[config.mk]
export PLATFORM = sky130hd
export DESIGN_NAME = testmasterslave13_peer
export DESIGN_NICKNAME = d
export VERILOG_FILES = /design/src/rtl/testmasterslave13_peer_pkg.sv /design/src/rtl/testmasterslave13_peer_down_counter.sv /design/src/rtl/testmasterslave13_peer.sv
export SDC_FILE = /design/constraint.sdc
export NUM_CORES = 1
export LEC_CHECK = 0
export CORE_MARGIN = 4
export CORE_UTILIZATION = 50
export DETAILED_ROUTE_END_ITERATION = 8
export PLACE_DENSITY = 0.87
export SLEW_MARGIN = 20
export SYNTH_ARGS = -nofsm -noshare
export SYNTH_HDL_FRONTEND = slang
export SYNTH_SLANG_ARGS = --single-unit
[constraint.sdc]
create_clock -name clk -period 8.8 [get_ports clk]
set_input_delay 2.2 -clock clk [delete_from_list [all_inputs] [get_ports clk]]
set_output_delay 2.2 -clock clk [all_outputs]
set_load 0.005 [all_outputs]
[src/rtl/testmasterslave13_peer_pkg.sv]
// ---------------------------------------------------------------------------
// testmasterslave13_peer_types
//   Shared types and default constants for the TestMasterSlave13 peer agent.
//   - PeerPhases : transaction phases of the offer/response sequence
//   - DEFAULT_*  : default parameter values used by the top level
//   - sat_inc16  : saturating 16-bit increment for the response counter
// ---------------------------------------------------------------------------
package testmasterslave13_peer_types;

    localparam int          CNT_W            = 16;
    localparam int          DEFAULT_GAP      = 2;
    localparam int          DEFAULT_TIMEOUT  = 16;
    localparam logic [31:0] DEFAULT_OFFSET2  = 32'd100;
    localparam logic [31:0] DEFAULT_SEQ_INIT = 32'd0;

    typedef enum logic [1:0] {
        IDLE,
        OFFER_A,
        OFFER_B,
        WAIT_RESP
    } PeerPhases;

    function automatic logic [15:0] sat_inc16(input logic [15:0] value);
        return (value == 16'hFFFF) ? value : value + 16'd1;
    endfunction

endpackage

[src/rtl/testmasterslave13_peer_down_counter.sv]
// ---------------------------------------------------------------------------
// peer_down_counter
//   Loadable down-counter that stops at zero and reports a zero flag.
//   Ports:
//     clk          - clock, rising edge
//     rst          - asynchronous active-high reset (count <= RST_VAL)
//     i_load       - load i_load_value this cycle (has priority over i_dec)
//     i_load_value - value to load
//     i_dec        - decrement by one if not already zero
//     o_zero       - count is zero (decoded from the register, no input path)
// ---------------------------------------------------------------------------
module peer_down_counter #(
    parameter int               WIDTH   = 16,
    parameter logic [WIDTH-1:0] RST_VAL = '0
) (
    input  logic             clk,
    input  logic             rst,
    input  logic             i_load,
    input  logic [WIDTH-1:0] i_load_value,
    input  logic             i_dec,
    output logic             o_zero
);

    logic [WIDTH-1:0] r_count;

    // NOTE: state registers use non-blocking (<=) so every flop samples the
    // pre-edge values of the others, independent of block ordering.
    always_ff @(posedge clk or posedge rst) begin
        if (rst) begin
            r_count <= RST_VAL;
        end else if (i_load) begin
            r_count <= i_load_value;
        end else if (i_dec && (r_count != '0)) begin
            r_count <= r_count - WIDTH'(1);
        end
    end

    assign o_zero = (r_count == '0);

endmodule

[src/rtl/testmasterslave13_peer.sv]
// ---------------------------------------------------------------------------
// testmasterslave13_peer
//   Counterpart agent for the TestMasterSlave13 interface set. Offers a
//   sequence value on the two slave channels, waits for the DUT's notify
//   strobe on the master channel, and keeps response bookkeeping.
//
//   Optional build macro: PEER_SHARED_CHECK_EN
//     adds output err_shared (sticky: sh_in != m_in_data on an accepted
//     notify) and latches sh_in2 into a debug register at the same time.
//
//   Ports:
//     clk, rst        - clock (rising edge), asynchronous active-high reset
//     m_out_data      - value presented to DUT m_in (last response + 1)
//     m_in_data       - DUT m_out
//     m_in_notify     - DUT m_out_notify, one-cycle valid strobe
//     s_out/_sync     - first slave channel data / sync pulse
//     s_out2/_sync    - second slave channel data / sync (odd seq only)
//     sh_in, sh_in2   - DUT shared outputs (used only with the macro)
//     resp_count      - responses accepted, saturating at 16'hFFFF
//     last_resp       - last accepted m_in_data
//     err_timeout     - sticky flag: a WAIT_RESP timed out
//     err_shared      - (macro only) sticky shared-output mismatch flag
//
//   Every output is a flop. The channel outputs are loaded on the edge that
//   enters the phase they belong to, so s_out_sync is high exactly while the
//   FSM sits in OFFER_A and s_out2 changes on entry to OFFER_B.
// ---------------------------------------------------------------------------
module testmasterslave13_peer
    import testmasterslave13_peer_types::*;
#(
    parameter logic [31:0] SEQ_INIT = DEFAULT_SEQ_INIT,
    parameter logic [31:0] OFFSET2  = DEFAULT_OFFSET2,
    parameter int          GAP      = DEFAULT_GAP,
    parameter int          TIMEOUT  = DEFAULT_TIMEOUT
) (
    input  logic        clk,
    input  logic        rst,
    output logic [31:0] m_out_data,
    input  logic [31:0] m_in_data,
    input  logic        m_in_notify,
    output logic [31:0] s_out,
    output logic        s_out_sync,
    output logic [31:0] s_out2,
    output logic        s_out2_sync,
    input  logic [31:0] sh_in,
    input  logic [31:0] sh_in2,
    output logic [15:0] resp_count,
    output logic [31:0] last_resp,
`ifdef PEER_SHARED_CHECK_EN
    output logic        err_shared,
`endif
    output logic        err_timeout
);

    localparam logic [CNT_W-1:0] GAP_LOAD = CNT_W'(GAP);
    // The timeout counter runs TIMEOUT-1 .. 0, giving TIMEOUT wait cycles;
    // expiry is the wait cycle in which it already reads zero.
    localparam logic [CNT_W-1:0] TO_LOAD  = CNT_W'(TIMEOUT - 1);

    PeerPhases   r_state;
    PeerPhases   w_state_next;
    logic [31:0] r_seq;
    logic [31:0] w_seq_next;
    logic [31:0] w_s_out_next;
    logic        w_s_out_sync_next;
    logic [31:0] w_s_out2_next;
    logic        w_s_out2_sync_next;
    logic        w_accept;
    logic        w_expire;
    logic        w_gap_load;
    logic        w_gap_dec;
    logic        w_gap_zero;
    logic        w_to_load;
    logic        w_to_dec;
    logic        w_to_zero;

    peer_down_counter #(
        .WIDTH   (CNT_W),
        .RST_VAL (GAP_LOAD)
    ) u_gap_cnt (
        .clk          (clk),
        .rst          (rst),
        .i_load       (w_gap_load),
        .i_load_value (GAP_LOAD),
        .i_dec        (w_gap_dec),
        .o_zero       (w_gap_zero)
    );

    peer_down_counter #(
        .WIDTH   (CNT_W),
        .RST_VAL (TO_LOAD)
    ) u_timeout_cnt (
        .clk          (clk),
        .rst          (rst),
        .i_load       (w_to_load),
        .i_load_value (TO_LOAD),
        .i_dec        (w_to_dec),
        .o_zero       (w_to_zero)
    );

    // NOTE: every signal driven here gets a default before the case, so no
    // path leaves it unassigned and no latch is inferred.
    always_comb begin
        w_state_next       = r_state;
        w_seq_next         = r_seq;
        w_s_out_next       = s_out;
        w_s_out_sync_next  = s_out_sync;
        w_s_out2_next      = s_out2;
        w_s_out2_sync_next = s_out2_sync;
        w_accept           = 1'b0;
        w_expire           = 1'b0;
        w_gap_load         = 1'b0;
        w_gap_dec          = 1'b0;
        w_to_load          = 1'b0;
        w_to_dec           = 1'b0;

        case (r_state)
            IDLE: begin
                if (w_gap_zero) begin
                    w_state_next      = OFFER_A;
                    w_s_out_next      = r_seq;
                    w_s_out_sync_next = 1'b1;
                end else begin
                    w_gap_dec = 1'b1;
                end
            end
            OFFER_A: begin
                w_state_next       = OFFER_B;
                w_s_out_sync_next  = 1'b0;
                w_s_out2_next      = r_seq + OFFSET2;
                w_s_out2_sync_next = r_seq[0];
            end
            OFFER_B: begin
                w_state_next       = WAIT_RESP;
                w_s_out2_sync_next = 1'b0;
                w_to_load          = 1'b1;
            end
            WAIT_RESP: begin
                // Notify is checked first so it wins on the expiry cycle.
                if (m_in_notify) begin
                    w_accept     = 1'b1;
                    w_seq_next   = r_seq + 32'd1;
                    w_gap_load   = 1'b1;
                    w_state_next = IDLE;
                end else if (w_to_zero) begin
                    w_expire     = 1'b1;
                    w_seq_next   = r_seq + 32'd1;
                    w_gap_load   = 1'b1;
                    w_state_next = IDLE;
                end else begin
                    w_to_dec = 1'b1;
                end
            end
            default: w_state_next = IDLE;
        endcase
    end

    always_ff @(posedge clk or posedge rst) begin
        if (rst) begin
            r_state     <= IDLE;
            r_seq       <= SEQ_INIT;
            s_out       <= '0;
            s_out_sync  <= 1'b0;
            s_out2      <= '0;
            s_out2_sync <= 1'b0;
            m_out_data  <= '0;
            last_resp   <= '0;
            resp_count  <= '0;
            err_timeout <= 1'b0;
        end else begin
            r_state     <= w_state_next;
            r_seq       <= w_seq_next;
            s_out       <= w_s_out_next;
            s_out_sync  <= w_s_out_sync_next;
            s_out2      <= w_s_out2_next;
            s_out2_sync <= w_s_out2_sync_next;
            if (w_accept) begin
                last_resp  <= m_in_data;
                m_out_data <= m_in_data + 32'd1;
                resp_count <= sat_inc16(resp_count);
            end
            if (w_expire) begin
                err_timeout <= 1'b1;
            end
        end
    end

`ifdef PEER_SHARED_CHECK_EN
    logic [31:0] r_dbg_sh2;
    logic        w_unused_dbg;

    always_ff @(posedge clk or posedge rst) begin
        if (rst) begin
            err_shared <= 1'b0;
            r_dbg_sh2  <= '0;
        end else if (w_accept) begin
            if (sh_in != m_in_data) begin
                err_shared <= 1'b1;
            end
            r_dbg_sh2 <= sh_in2;
        end
    end

    // Debug capture is only observed in simulation / on a probe.
    assign w_unused_dbg = ^r_dbg_sh2;
`else
    // Shared outputs are not observed in this build.
    logic w_unused_sh;
    assign w_unused_sh = ^{sh_in, sh_in2};
`endif

endmodule

Yosys cells after proc, flatten, opt, wreduce, memory -nomap -nowiden
Index checks and enable logic that the tools add are counted.

Eq/ne operators: 6. $add $sub $neg: 6. Muxes and demuxes: 26. Reduce and logical (&&, ||, !) cells: 17. Bitwise gates (word level): 1.

Operators with widths (count): $add 32x1->32 const B (2); $mux 16 (4); $mux 32 (2); $add 32x7->32 const B (1); $logic_not 16->1 (2); $reduce_bool 16->1 (2); $sub 16x1->16 const B (2); $add 16x1->16 const B (1); $eq 16x16->1 const B (1); $mux 1 (14); $reduce_and 2->1 (5); $reduce_bool 2->1 (5); $pmux 2 s4 (1); $mux 2 (3); $eq 2x2->1 const B (2); $pmux 1 s2 (2); $ne 3x2->1 const B (1); $eq 2x1->1 const B (1); $logic_and 1x1->1 (2); $logic_not 2->1 (1); $ne 2x1->1 const B (1); $not 1->1 (1).

Bits in registers: 213. Logic and storage cells: 68. Bits of input ports: 99. Output and inout port bits: 147.

Logic depth before layout (Yosys ltp)
Word-level depth: 7. Mapped depth: 9. Mapped depth without buffers: 7.

Modules after synthesis
Synthesis repeated with hierarchy kept, for this count alone.

Cells, all modules: 1052. Area total of the unflattened synthesis: 10279.9 um2.

Modules (own cells, without submodules): testmasterslave13_peer (cells an instance 808, sequential area each 4529.3 um2, instances 1, area each 8204.1 um2); peer_down_counter at u_timeout_cnt (cells an instance 122, sequential area each 405.4 um2, instances 1, area each 1039.7 um2); peer_down_counter at u_gap_cnt (cells an instance 122, sequential area each 401.6 um2, instances 1, area each 1036.0 um2).

Worst setup path before layout
Ideal clock, no wire load.

Path kind: input-to-reg. From: input port m_in_data[10]. To: register m_out_data[21]. Stages on the path: 5. Setup slack: 5262 ps. Setup time: 134 ps. Data required time: 8666 ps. Data arrival time: 3404 ps. Buffers on the path: 0. Cell sequence: nand4_1 nor4_1 and3_1 xnor2_1 o21ai_0.

Word-level cells in the longest chain between the ends: 1.

Ends and longest elaborated chain: start: declaration (line testmasterslave13_peer.sv:39) `input logic [31:0] m_in_data,`; $add 32x1->32 (line testmasterslave13_peer.sv:179) `m_out_data <= m_in_data + 32'd1;`; end signal: assignment (line testmasterslave13_peer.sv:179); end: declaration (line testmasterslave13_peer.sv:38) `output logic [31:0] m_out_data,`.

No other way between the ends. A chain may end at the register's enable or synchronous reset.

Worst setup path after layout
From: input port m_in_notify. To: register r_seq[26].

Word-level cells in the longest chain between the ends: 2. Elaborated cells between the ends (all ways): 3. Those cells by class: mux: 1; reduce/logical: 2.

Ends and longest elaborated chain: start: declaration (line testmasterslave13_peer.sv:40) `input logic m_in_notify,`; $reduce_bool 2->1 (no source line); $reduce_and 2->1 (no source line); end signal: assignment (line testmasterslave13_peer.sv:172) `r_seq <= w_seq_next;`; end: declaration (line testmasterslave13_peer.sv:62) `logic [31:0] r_seq;`.

Several ways; a longest one is shown, not always the timed one.

==> qor.csv <==
metric,value,unit
period_needed,4.27,ns
layoutNonFillerInstCount,1433,
crit_fanout,28,
finalCritPeriodShare,48.5,%
layout_setup_ws,4.53,ns
setup_viol,0,
vias,7818,
ys_seq_area_share,53.2,%
mappedNetlistArea,10000,um^2
post-cts-setup-buffers,0,
syn-mean-instance-area,10.1,um^2
layout-drive-gt1-share,8.05,%
cts_root_buffer,clkbuf_16,
path_delay_family,simple AND/OR/NAND/NOR gates,
finalPower,3.65,mW
clock.fmax,234,MHz
cts_max_path_buffers,3,
layout_commonest_cell,dfrtp_1,
busiest_layer,met2,
die_w,150,um
final_area,12800,um^2
hold_viol,0,
cp.required,9.17,ns
met3_usage,8.00,%
final_cell_mix,"dfrtp_1 (208), clkdlybuf4s50_1 (181), nand2_1 (176)",
htree_num_levels,1,
grt_overflow,0,
routed_via_density,5.46,
hold_path.class,flip-flop to flip-flop,
cts.repair.resized,0,
post_dp_cell_area,12000,um^2
drv_slew,0,
arrival,4.64,ns
nFillCells,1511,
setup-tns-final,0,ns
path_class,primary input to flip-flop,
synth_edf_count,0,
die_area,22400,um^2
finalWeightedCongestion,0.840,
final_antenna_net_count,0,
end_kind,flip-flop,
nets,1262,
io_pins,246,
async_flop_share,100,%
worst-path-buf-inv,1,
synth_top_area_cell,dfrtp_1,
grt.total_usage,22.3,%
fin_util,65.2,%
max_stage_delay,0.85,ns
synth_area_leaders,"dfrtp_1 (52%), nand2_1 (6.6%), xnor2_1 (6.2%)",
cts_tree,yes,
drtPass1Iterations,6,
drc,0,
start_kind,primary input,
grt_pass1_wl,40600,um
numCtsBuffers,23,
initial_core_util,51.2,%
reg2reg_slack,5.80,ns
synth_cells,990,
antenna_found_initial,0,
die_h,150,um
hpwl,17400,um
area_growth,27.3,%
antenna-diode-count,0,
use_met1,28.0,%
grt_pass1_vias,7873,
wire_per_inst,17.4,um
drt_wl_total,24900,um
power_density,286,nW/um^2
power_leakage,5.60,nW
numPortBuffers,181,
ctsHoldBuffers,0,
ys_dominant_reg_cell,dfrtp_1,
dp_cells,1392,
cp_slowest_cell,and2_1,
clock_latency,0.50,ns
grt_max_degree,104,
clock_skew,0.0108,ns
max_cap_violations,0,
relSlewSlack,29.8,%
core,19600,um^2
syn_nets,1100,
num_rows,51,
rsz0062_at_grt,no,
cts_sinks,213,
clk_pin_slew_worst_paths,0.06,ns
ys_types,46,
ir_drop,241,uV
dp_slack,4.07,ns
whs,0.474,ns
outcome,"finished, final reports clean",
ys_ff_latch,213,
synth_top_area_share,51.9,%
crit_path_cell_trace,clkdlybuf4s50_1 > a41o_1 > and2_1 > nand3_1 > xnor2_1,
use_met2,37.1,%
worst_pin_slew,1.05,ns
drtIter0Drc,407,
yosysWarnings,0,
[registers in the layout, indices dropped and copies added, names as in the netlist]
register,cells
r_seq,32
s_out2,32
u_gap_cnt.r_count,16
r_state,2
s_out2_sync,1
s_out_sync,1
m_out_data,32
s_out,32
err_timeout,1
u_timeout_cnt.r_count,16
last_resp,32
resp_count,16
[tightest hold or removal path, delay by kind of cell, from the launching register on]
kind	cells	cell delay [ns]
simple gates	2	0.11
flops	1	0.34
[kinds of logic after synthesis]
kind of cell | count (synthesis) | synth area share, %
simple gates | 448 | 21.7
mux | 41 | 5.57
fa+ha+maj | 11 | 1.37
compound gates | 91 | 4.88
flops | 213 | 53.2
xor+xnor | 122 | 10.7
buf+inv | 64 | 2.64
[synth_stat cells, types with 4 or more instances]
cell / n
and4_1: 8
and3_1: 12
or4_1: 5
inv_1: 15
mux2_2: 10
nor3_1: 16
nand2_1: 177
nor2b_1: 5
a211oi_1: 4
and2_1: 5
ha_1: 11
or3_1: 6
o21ai_0: 40
nor4_2: 4
clkbuf_1: 41
nand4_1: 40
nor2_1: 86
mux2_4: 27
xor2_1: 51
nor4_1: 14
nand3_1: 48
xnor2_1: 71
dfrtp_1: 208
dfstp_2: 5
nand2b_1: 4
nor3b_1: 5
a21oi_1: 40
[per-layer routing]
metal	vias to the layer above	share of wire [%]
met4	0	2.2
li1	3698	-
met2	288	48
met1	3781	40
met5	-	0
met3	51	9.7
[worst paths after layout]
path	from	to	cells after the start
setup reg to reg	u_timeout_cnt.r_count[8]	r_seq[26]	5
hold reg to reg	last_resp[18]	last_resp[18]	2
max in group asynchronous	rst	m_out_data[12]	3
setup / recovery	m_in_notify	r_seq[26]	5
hold / removal	last_resp[18]	last_resp[18]	2
min in group asynchronous	rst	last_resp[3]	2
[report_power, final]
group | internal (mW) | switching [mW] | leakage, nW
clock | 0.569 | 0.376 | 0.367
combinational | 0.647 | 0.590 | 2.47
sequential | 1.26 | 0.204 | 2.76
total | 2.48 | 1.17 | 5.60
[final cells by class]
cell class,instances,area (um^2),share of cell area (%)
Clock buffer,36,694,5.44
Clock inverter,5,52.6,0.412
Timing Repair Buffer,186,1850,14.5
Multi-Input combinational cell,713,4440,34.8
Sequential cell,213,5340,41.8
Tap cell,265,332,2.60
Inverter,15,63.8,0.500
Note: power is estimated with default switching activity, not from simulation.
